## src/rtl/pong_pkg.sv

```systemverilog
// Shared encodings for the PONG score keeper: FSM states, winner codes, score width.
package pong_pkg;

    localparam int SCORE_W = 4;

    typedef enum logic [1:0] {
        IDLE = 2'd0,
        PLAY = 2'd1,
        OVER = 2'd2
    } state_t;

    typedef enum logic [1:0] {
        NONE = 2'b00,
        P1   = 2'b01,
        P2   = 2'b10
    } winner_t;

endpackage

```

## src/rtl/score_flash_timer.sv

```systemverilog
// Half-period timer for the winner's digit flash. While i_EN is low the timer
// is parked: counter at zero and o_FLASH at 1 (digit shown). While enabled,
// o_FLASH inverts once every FLASH_CYCLES clocks.
module score_flash_timer #(
    parameter int FLASH_CYCLES = 12500000
) (
    input  logic i_CLK,
    input  logic i_RST,
    input  logic i_EN,
    output logic o_FLASH
);

    localparam int CNT_W = (FLASH_CYCLES > 2) ? $clog2(FLASH_CYCLES) : 1;
    localparam logic [CNT_W-1:0] LAST = CNT_W'(FLASH_CYCLES - 1);

    logic [CNT_W-1:0] cnt;

    // Count enabled cycles; wrap and toggle on the last one of each half-period
    always_ff @(posedge i_CLK or posedge i_RST) begin
        if (i_RST) begin
            cnt     <= '0;
            o_FLASH <= 1'b1;
        end else if (!i_EN) begin
            cnt     <= '0;
            o_FLASH <= 1'b1;
        end else if (cnt == LAST) begin
            cnt     <= '0;
            o_FLASH <= ~o_FLASH;
        end else begin
            cnt     <= cnt + 1'b1;
        end
    end

endmodule

```

## src/rtl/pong_score_keeper.sv

```systemverilog
// PONG score keeper: start-edge detection, IDLE/PLAY/OVER game FSM, per-player
// scores, winner latch and the winner-digit flash in OVER.
module pong_score_keeper
    import pong_pkg::*;
#(
    parameter int WIN_SCORE    = 9,
    parameter int FLASH_CYCLES = 12500000
) (
    input  logic               i_CLK,
    input  logic               i_RST,
    input  logic               i_START,
    input  logic               i_P1_POINT,
    input  logic               i_P2_POINT,
    output logic [SCORE_W-1:0] o_P1_SCORE,
    output logic [SCORE_W-1:0] o_P2_SCORE,
    output logic               o_P1_DISP_EN,
    output logic               o_P2_DISP_EN,
    output logic               o_GAME_ACTIVE,
    output logic               o_SERVE,
    output logic [1:0]         o_WINNER
);

    localparam logic [SCORE_W-1:0] WIN_VAL = SCORE_W'(WIN_SCORE);

    state_t             state_q, state_d;
    winner_t            winner_q, winner_d;
    logic [SCORE_W-1:0] p1_q, p1_d, p2_q, p2_d, inc;
    logic               serve_q, serve_d;
    logic               active_q;
    logic               start_prev, armed;
    logic               start_edge;
    logic               flash_en, flash;

    // A start level already high when reset releases must not look like an
    // edge: 'armed' blocks edge detection until start_prev has sampled once.
    assign start_edge = armed & i_START & ~start_prev;

    // Start-edge history and arming flag
    always_ff @(posedge i_CLK or posedge i_RST) begin
        if (i_RST) begin
            start_prev <= 1'b0;
            armed      <= 1'b0;
        end else begin
            start_prev <= i_START;
            armed      <= 1'b1;
        end
    end

    // Next-state, score, winner and serve decode
    always_comb begin
        state_d  = state_q;
        winner_d = winner_q;
        p1_d     = p1_q;
        p2_d     = p2_q;
        serve_d  = 1'b0;
        inc      = (i_P1_POINT ? p1_q : p2_q) + 1'b1;
        if (start_edge) begin
            // Start wins over any point pulse and restarts from any state
            state_d  = PLAY;
            winner_d = NONE;
            p1_d     = '0;
            p2_d     = '0;
            serve_d  = 1'b1;
        end else begin
            case (state_q)
                PLAY: begin
                    // Simultaneous points cancel out; exactly one scores
                    if (i_P1_POINT ^ i_P2_POINT) begin
                        if (i_P1_POINT) p1_d = inc;
                        else            p2_d = inc;
                        if (inc == WIN_VAL) begin
                            state_d  = OVER;
                            winner_d = i_P1_POINT ? P1 : P2;
                        end else begin
                            serve_d  = 1'b1;
                        end
                    end
                end
                IDLE, OVER: ;
                default: state_d = IDLE;
            endcase
        end
    end

    // Game state and output registers
    always_ff @(posedge i_CLK or posedge i_RST) begin
        if (i_RST) begin
            state_q  <= IDLE;
            winner_q <= NONE;
            p1_q     <= '0;
            p2_q     <= '0;
            serve_q  <= 1'b0;
            active_q <= 1'b0;
        end else begin
            state_q  <= state_d;
            winner_q <= winner_d;
            p1_q     <= p1_d;
            p2_q     <= p2_d;
            serve_q  <= serve_d;
            active_q <= (state_d == PLAY);
        end
    end

    // Timer runs only on cycles that stay in OVER, so it starts counting the
    // cycle after entry and is parked on the same edge that leaves OVER.
    assign flash_en = (state_q == OVER) && (state_d == OVER);

    score_flash_timer #(
        .FLASH_CYCLES(FLASH_CYCLES)
    ) u_flash (
        .i_CLK  (i_CLK),
        .i_RST  (i_RST),
        .i_EN   (flash_en),
        .o_FLASH(flash)
    );

    assign o_P1_SCORE    = p1_q;
    assign o_P2_SCORE    = p2_q;
    assign o_WINNER      = winner_q;
    assign o_SERVE       = serve_q;
    assign o_GAME_ACTIVE = active_q;
    // flash is parked high outside OVER and winner_q is static inside it,
    // so each enable is a clean copy of a register.
    assign o_P1_DISP_EN  = (winner_q != P1) | flash;
    assign o_P2_DISP_EN  = (winner_q != P2) | flash;

endmodule

```

## config.mk

```make
export PLATFORM = sky130hd
export DESIGN_NAME = pong_score_keeper
export DESIGN_NICKNAME = d
export VERILOG_FILES = /design/src/rtl/pong_pkg.sv /design/src/rtl/score_flash_timer.sv /design/src/rtl/pong_score_keeper.sv
export SDC_FILE = /design/constraint.sdc
export NUM_CORES = 1
export LEC_CHECK = 0
export ABC_AREA = 1
export CAP_MARGIN = 5
export CORE_MARGIN = 1
export CORE_UTILIZATION = 50
export DETAILED_ROUTE_END_ITERATION = 8
export GPL_ROUTABILITY_DRIVEN = 0
export PLACE_DENSITY = 0.75
export SETUP_SLACK_MARGIN = 0.3
export SYNTH_ARGS = -nofsm -noshare
export SYNTH_HDL_FRONTEND = slang
export SYNTH_HIERARCHICAL = 1
export SYNTH_SLANG_ARGS = --single-unit
```

## constraint.sdc

```tcl
create_clock -name i_CLK -period 1.8 [get_ports i_CLK]
set_clock_uncertainty 0.05 [all_clocks]
set_input_delay 0.36 -clock i_CLK [delete_from_list [all_inputs] [get_ports i_CLK]]
set_output_delay 0.36 -clock i_CLK [all_outputs]
set_load 0.005 [all_outputs]
```

==> results of run 1 <==
-- logic make-up after synthesis --
| kind of cell | after synthesis | synth area share [%] |
|---|---|---|
| and+or+nand+nor | 187 | 37.8 |
| DFF | 41 | 45.0 |
| buffers and inverters | 38 | 6.80 |
| AOI/OAI and AO/OA | 21 | 5.98 |
| xor gates and xnor gates | 6 | 2.63 |
| adders and majority gates | 3 | 1.64 |
| other | 1 | 0.164 |
-- flip-flops by register name (all words and copies together) (netlist names) --
signal and cells:
o_GAME_ACTIVE 1, o_P1_SCORE 4, u_flash/cnt 24, u_flash/o_FLASH 1, o_WINNER 2, state_q 2, armed 1, o_P2_SCORE 4
o_SERVE 1, start_prev 1
-- what timing repair did --
item                       in CTS  in global routing
resized for setup              38                 30
pin swaps                       9                 20
hold buffers                    0                  0
gates cloned                    2                  0
setup buffers                  12                 10
setup endpoints to repair      49                 39
-- worst min path at each step --
stage / cells after the start / slack (ps) / to / from
after global routing: 1 / 190 / start_prev / i_START
after CTS: 3 / 360 / armed / i_RST
after global placement: 1 / 400 / u_flash/cnt[0] / u_flash/cnt[0]
final: 1 / 200 / start_prev / i_START
after detailed placement: 1 / 410 / u_flash/cnt[0] / u_flash/cnt[0]
after floorplan: 1 / 220 / armed / i_RST
-- cell type report --
cell class                      instances  share of cell area, %
Multi-Input combinational cell        220                   42.2
Sequential cell                        41                   33.5
Timing Repair Buffer                   53                   14.4
Inverter                               37                   4.81
Clock buffer                            8                   2.94
Tap cell                               52                   2.12
-- routing by layer --
metal,GRT usage [%],share of wire (%)
met2,36.8,51
met3,5.09,4.2
met1,31.4,44
met4,7.26,1.2
met5,0,0
-- power breakdown --
part | switching [mW] | internal [mW]
clock | 0.298 | 0.313
combinational | 0.669 | 0.634
sequential | 0.0808 | 1.08
total | 1.05 | 2.02
-- critical path, cell delays in order, from the launching register on --
cell and delay (ps):
dfrtp_1 380, ha_2 220, nand2_4 60, nor2_4 230, nand3_2 160, nor2_2 180
nand3_1 90, nand2_1 70, nor2_1 40
-- layout by cell type, fill, tap and decap left out, types with 2 or more instances in the layout --
| cell | count |
|---|---|
| o21ai_1 | 4 |
| nand2_2 | 13 |
| ha_2 | 2 |
| o21ai_2 | 2 |
| nor3_1 | 5 |
| o21ai_4 | 2 |
| nor2_1 | 45 |
| nand3_2 | 6 |
| buf_4 | 29 |
| nand3_1 | 16 |
| dlygate4sd2_1 | 12 |
| inv_2 | 6 |
| nand2_4 | 9 |
| clkbuf_1 | 2 |
| nor2_4 | 11 |
| inv_1 | 29 |
| xor2_1 | 4 |
| dfrtp_1 | 40 |
| a21oi_1 | 8 |
| o22ai_1 | 2 |
| buf_6 | 6 |
| nand2_1 | 71 |
| clkdlybuf4s50_1 | 2 |
| nor2_2 | 5 |
| nand3_4 | 3 |
| clkbuf_8 | 6 |
-- through the flow --
| step | TNS, ps | hold WS [ps] | power [mW] | cell area, um^2 | std cells |
|---|---|---|---|---|---|
| CTS | 0 | 355 | 2.89 | 2890 | 401 |
| global route | 0 | 194 | 3.29 | 3070 | 411 |
| floorplan | 0 | 224 | 1.74 | 2300 | 297 |
| global placement | -1920 | 398 | 2.14 | 2640 | 379 |
| detailed placement | -2230 | 412 | 2.16 | 2640 | 379 |
| finish | 0 | 204 | 3.07 | 3070 | 411 |
==> flow_summary.ini, run 1 <==
[synthesis]
yosysSeqAreaShare_pct = 45.0
ys_types = 34
synth_seq_cells = 41
ys_top_cells_by_count = nand2_1, nor2_1, dfrtp_1
yosysMostFrequentCell = nand2_1
synth_area_um2 = 2280
postSynthAreaPerCell_um2 = 7.68
synth_cells = 297
synth.net_count = 305
post-synth-top-area-cell = dfrtp_1
synth_area_leaders = dfrtp_1, nand2_1, nor2_1, inv_1, nand3_1
synth-async-reset-ratio_pct = 100
synthFlopType = dfrtp_1
synth_top_area_share_pct = 43.9
yosys_warnings = 6
synth-edff-count = 0

[cells_and_area]
areaGrowthSynthToFinish_pct = 34.4
layout-drive-gt1-share_pct = 30.6
diodes = 0
regArea_um2 = 1030
final_util_pct = 70.0
nFillCells = 352
multi_input_area_um2 = 1290
fin_nets = 366

[timing]
setup_slack_ps = 195
grt_setup_unrepaired = true
finalHoldViolations = 0
setup_viol = 0
max_freq_mhz = 623
drv_slew = 0
min_period_ps = 1600
fin_crit_sh_pct = 89.1

[global_route]
antenna_found_initial = 0
grt_overflow = 0
grt_pass1_vias = 1946
gr-usage-all-layers_pct = 23.1
grt_start_max_net_pins = 26
grt_pass1_wl_mm = 8.74

[drt]
wl_per_cell_um = 13.2
antenna_left = 0
drcViolationCount = 0
firstDrtPassIters = 4
num_vias = 2114
via_per_inst = 5.14
finalWirelength_mm = 5.45
drt-initial-drc-count = 151

[clock_tree]
cts-htree-levels = 2
clk_pin_slew_ps = 80
tritoncts = built
worstSkewPairLatency_ps = 290
clockRootBuffer = clkbuf_8
cts_sinks = 41
cts_buffers = 5
clockBufferDepth = 2

[placement]
pre_cts_slack_ps = -227
dp_hpwl_mm = 3.41
numPortBuffers = 18

[setup_path]
criticalPathCategory = reg -> reg
cp-start-kind = flop
worstSetupEndpoint = u_flash/cnt[22]
end_kind = flop
setup.worst_path.start = u_flash/cnt[0]
ff2ff_path_depth = 8
r2r-start = u_flash/cnt[0]
rrSetupSlack_ps = 200
worstPathMaxFanout = 6
r2r_end = u_flash/cnt[22]
crit_required_ps = 1930
arrival_ps = 1730

[die]
num_rows = 24
fp.coreArea_um2 = 4380
start_util_pct = 52.1
die_x_um = 69.6
die-area_um2 = 4840
die_h_um = 69.6
io_pins = 19

[power]
power.density_nw_per_um2 = 1000
vdd_drop_max_mv = 0.807
power_leakage_nw = 1.44

[outcome]
outcome = finished clean

[min_path]
hp-class = in -> reg

[flow_run]
cap_violations = 0
No activity file was read; power rests on OpenSTA's default activity.
==> inputs of run 2 (changes only) <==
Clock period 1.8 ns to 2 ns, I/O delays scaled along.
==> flow_summary.ini, run 2 (same netlist as run 1, synthesis figures left out) <==
[outcome]
outcome = finished clean

[setup_path]
slowest_stage = clkdlybuf4s50_1
cp-start-kind = flop
critPathTopFamily = buffers and inverters
path_cells = clkdlybuf4s50_1
slowest_delay_ps = 520
end_kind = output pin
crit_required_ps = 1550
criticalPathCategory = reg -> out
arrival_ps = 1210
path_buf_inv = 1
worstPathMaxFanout = 3

[cells_and_area]
final_cell_mix = nand2_1, nor2_1, dfrtp_1
layout-drive-gt1-share_pct = 17.9
areaGrowthSynthToFinish_pct = 21.1
regMostFlops = u_flash/cnt
final_common_cell = nand2_1
diodes = 0
stdcell_area_um2 = 2760
nFillCells = 390
largest_reg_flops = 24
fin_nets = 343

[flow_run]
cap_violations = 0

[min_path]
hp-class = reg -> reg

[timing]
tightest_slew_ps = 595
min_period_ps = 1660
grt_setup_unrepaired = false
slew-limit-headroom_pct = 60.3
fin_crit_sh_pct = 82.9
finalHoldViolations = 0
drv_slew = 0
max_freq_mhz = 603
setup_viol = 0
hold_slack_ps = 412

[drt]
num_vias = 1896
wl_per_cell_um = 11.2
drcViolationCount = 0
finalWirelength_mm = 4.34
m1WireLength_mm = 2.18
met3_length_um = 179
routed-wl-met2_mm = 1.92
antenna_left = 0
via_per_inst = 4.89
firstDrtPassIters = 4
drt-initial-drc-count = 146
routed.top_layer = met4

[die]
num_rows = 24
start_util_pct = 52.1
die_h_um = 69.6
fp.coreArea_um2 = 4380
io_pins = 19
die-area_um2 = 4840
die_x_um = 69.6

[clock_tree]
cts_sinks = 41
cts-htree-levels = 2
tritoncts = built
holdBufCountCts = 0
clockRootBuffer = clkbuf_8
worstSkewPairLatency_ps = 290
cts_buffers = 5
clockBufferDepth = 2
clk_pin_slew_ps = 80

[placement]
dp_hpwl_mm = 3.31
place_area_um2 = 2580
numPortBuffers = 18

[global_route]
grt_overflow = 0
grt_pass1_wl_mm = 7.98
grt_start_max_net_pins = 26
grt_pass1_vias = 1836
gr-usage-all-layers_pct = 20.6
antenna_found_initial = 0

[power]
vdd_drop_max_mv = 0.712
power_leakage_nw = 1.29
power.density_nw_per_um2 = 952
==> run 2: changes by cell type in the layout (fill, tap and decap cells not counted), moves of 7 or more <==
cell / change
nand3_1: +7
clkdlybuf4s50_1: +10
dlygate4sd2_1: -10
buf_4: -16
==> run 2: area by class of cell <==
| cell class | instances | area (um^2) | area share [%] |
|---|---|---|---|
| multi-input combinational | 218 | 1110 | 40.1 |
| sequential | 41 | 1030 | 37.2 |
| timing repair buffer | 32 | 303 | 11.0 |
| inverter | 37 | 144 | 5.21 |
| clock buffer | 7 | 86.3 | 3.12 |
| tap | 52 | 65.1 | 2.36 |
| clock inverter | 1 | 30.0 | 1.09 |
==> run 2: worst paths after layout <==
kind / cells past startpoint / start / slack [ps] / end
max in group asynchronous: 2 / i_RST / 1070 / armed
max: 1 / o_P1_SCORE[0] / 340 / o_P1_SCORE[0]
max reg2reg: 8 / u_flash/cnt[0] / 450 / u_flash/cnt[20]
min in group asynchronous: 3 / i_RST / 430 / u_flash/cnt[0]
min: 1 / u_flash/cnt[0] / 410 / u_flash/cnt[0]
min reg2reg: 1 / u_flash/cnt[0] / 410 / u_flash/cnt[0]
==> run 2: power breakdown <==
part	switching, mW	internal, mW	total [mW]
Combinational	0.438	0.444	0.882
Clock	0.272	0.407	0.679
Sequential	0.0987	0.969	1.07
Total	0.809	1.82	2.63
==> run 2: what timing repair did <==
action,4_1_cts,5_1_grt
setup buffers,1,4
pin swaps,0,1
gates resized for setup,3,7
setup endpoints to repair,16,13
==> run 2: metrics by stage <==
| step | power (mW) | instances | setup slack [ps] | setup TNS [ps] | utilization (%) |
|---|---|---|---|---|---|
| after floorplan | 1.55 | 297 | 445 | 0 | - |
| after global placement | 1.92 | 375 | -103 | -678 | 58.9 |
| after detailed placement | 1.93 | 375 | -137 | -883 | 58.9 |
| after CTS | 2.62 | 384 | 302 | 0 | 61.7 |
| after global routing | 2.82 | 388 | 300 | 0 | 63.0 |
| final | 2.63 | 388 | 343 | 0 | 63.0 |
==> run 2: per-layer routing <==
layer  GRT usage, %  vias to the layer above
li1               -                     1003
met1           28.6                      857
met2           31.9                       32
met3           4.51                        4
met4           7.26                        0
met5              0                        -
==> inputs of run 3 (changes only) <==
Clock period 2 ns to 1.6 ns, I/O delays scaled along.
==> flow_summary.ini, run 3 (same netlist as run 1, synthesis figures left out) <==
[placement]
place_area_um2 = 2710
dp_hpwl_mm = 3.55
dpl.cell_count = 383
numPortBuffers = 18

[drt]
drcViolationCount = 0
via_per_inst = 5.29
num_vias = 2217
antenna_left = 0
wl_per_cell_um = 15.4
firstDrtPassIters = 5
drt-initial-drc-count = 159
finalWirelength_mm = 6.45

[die]
die_x_um = 69.6
die-area_um2 = 4840
die_h_um = 69.6
io_pins = 19
fp.coreArea_um2 = 4380
start_util_pct = 52.1
num_rows = 24

[cells_and_area]
final_cell_mix = nand2_1, nor2_1, dfrtp_1
regArea_um2 = 1030
finalNonFillerCells = 419
diodes = 0
nFillCells = 301
largest_reg_flops = 24
final_common_cell = nand2_1
fin_nets = 374
multi_input_area_um2 = 1400
areaGrowthSynthToFinish_pct = 44.1
regMostFlops = u_flash/cnt
stdcell_area_um2 = 3290
layout-drive-gt1-share_pct = 40.9

[global_route]
grt_pass1_vias = 2163
grt_start_max_net_pins = 26
gr-usage-all-layers_pct = 25.8
antenna_found_initial = 0
grt_overflow = 0
grt_pass1_wl_mm = 9.77

[timing]
max_freq_mhz = 633
min_period_ps = 1580
hold_slack_ps = 136
grt_setup_unrepaired = true
finalHoldViolations = 0
setup_viol = 0
setup_tns_ps = 0
fin_crit_sh_pct = 98.8
drv_slew = 0

[setup_path]
arrival_ps = 1710
critPathTopFamily = simple AND/OR/NAND/NOR gates
crit_required_ps = 1730
path_buf_inv = 1
slowest_delay_ps = 380
path_cells = ha_2 -> nand2_2 -> nor2_4 -> nand3_2 -> o21ai_4 -> buf_12 -> nor2_1
worstPathMaxFanout = 10
end_kind = flop
criticalPathCategory = reg -> reg
slowest_stage = dfrtp_1
cp-start-kind = flop

[clock_tree]
cts-htree-levels = 2
tritoncts = built
clockBufferDepth = 2
cts_sinks = 41
holdBufCountCts = 0
worstSkewPairLatency_ps = 310
cts_buffers = 5
clk_pin_slew_ps = 80
clockRootBuffer = clkbuf_8

[power]
power.density_nw_per_um2 = 1220
p_total_mw = 4.00
power_leakage_nw = 1.49
vdd_drop_max_mv = 1.16

[flow_run]
cap_violations = 0

[min_path]
hp-class = in -> reg

[outcome]
outcome = finished clean
[run 3: worst paths after layout]
path / from / end / slack [ps] / cells after the start
max in group asynchronous: i_RST / u_flash/o_FLASH / 870 / 3
worst min register to register: u_flash/cnt[0] / u_flash/cnt[0] / 510 / 2
min in group asynchronous: i_RST / o_P2_SCORE[2] / 290 / 3
worst max register to register: u_flash/cnt[0] / u_flash/cnt[11] / 20 / 7
worst max-delay path: u_flash/cnt[0] / u_flash/cnt[11] / 20 / 7
worst min-delay path: i_START / start_prev / 140 / 1
[run 3: final cells by class]
type                            instances  area share (%)
Clock buffer                            6            2.21
Clock inverter                          2           0.304
Inverter                               37            4.76
Multi-Input combinational cell        218            42.5
Sequential cell                        41            31.2
Tap cell                               52            1.98
Timing Repair Buffer                   63            17.0
[run 3: stage by stage]
step | worst slack (ps) | util, %
5_1_grt | -51.2 | 75.0
4_1_cts | 80.0 | 70.5
3_3_place_gp | -327 | 61.7
2_1_floorplan | 183 | -
6_report | 19.8 | 75.0
3_5_place_dp | -362 | 61.7
[run 3: worst register-to-register path, cell delays in order, from the launching register on]
cell and delay [ps]:
dfrtp_1 380, ha_2 210, nand2_2 80, nor2_4 180, nand3_2 170, o21ai_4 190, buf_12 150, nor2_1 60
[run 3: report_power, final]
part / switching, mW / internal [mW]
Combinational: 0.999 / 1.00
Sequential: 0.115 / 1.21
Clock: 0.374 / 0.303
Total: 1.49 / 2.52
[run 3: metal layers]
metal,global-route usage [%],vias to the layer above,routed length [um]
met1,33.4,1064,2790
met4,11.8,0,97
met3,3.78,12,331
li1,-,1058,-
met2,42.7,83,3240
met5,0,-,0
[run 3: timing repair]
action | in CTS | in global routing
setup buffers | 23 | 5
gates cloned | 0 | 0
resized for setup | 67 | 61
pin swaps | 21 | 26
setup endpoints to repair | 53 | 50
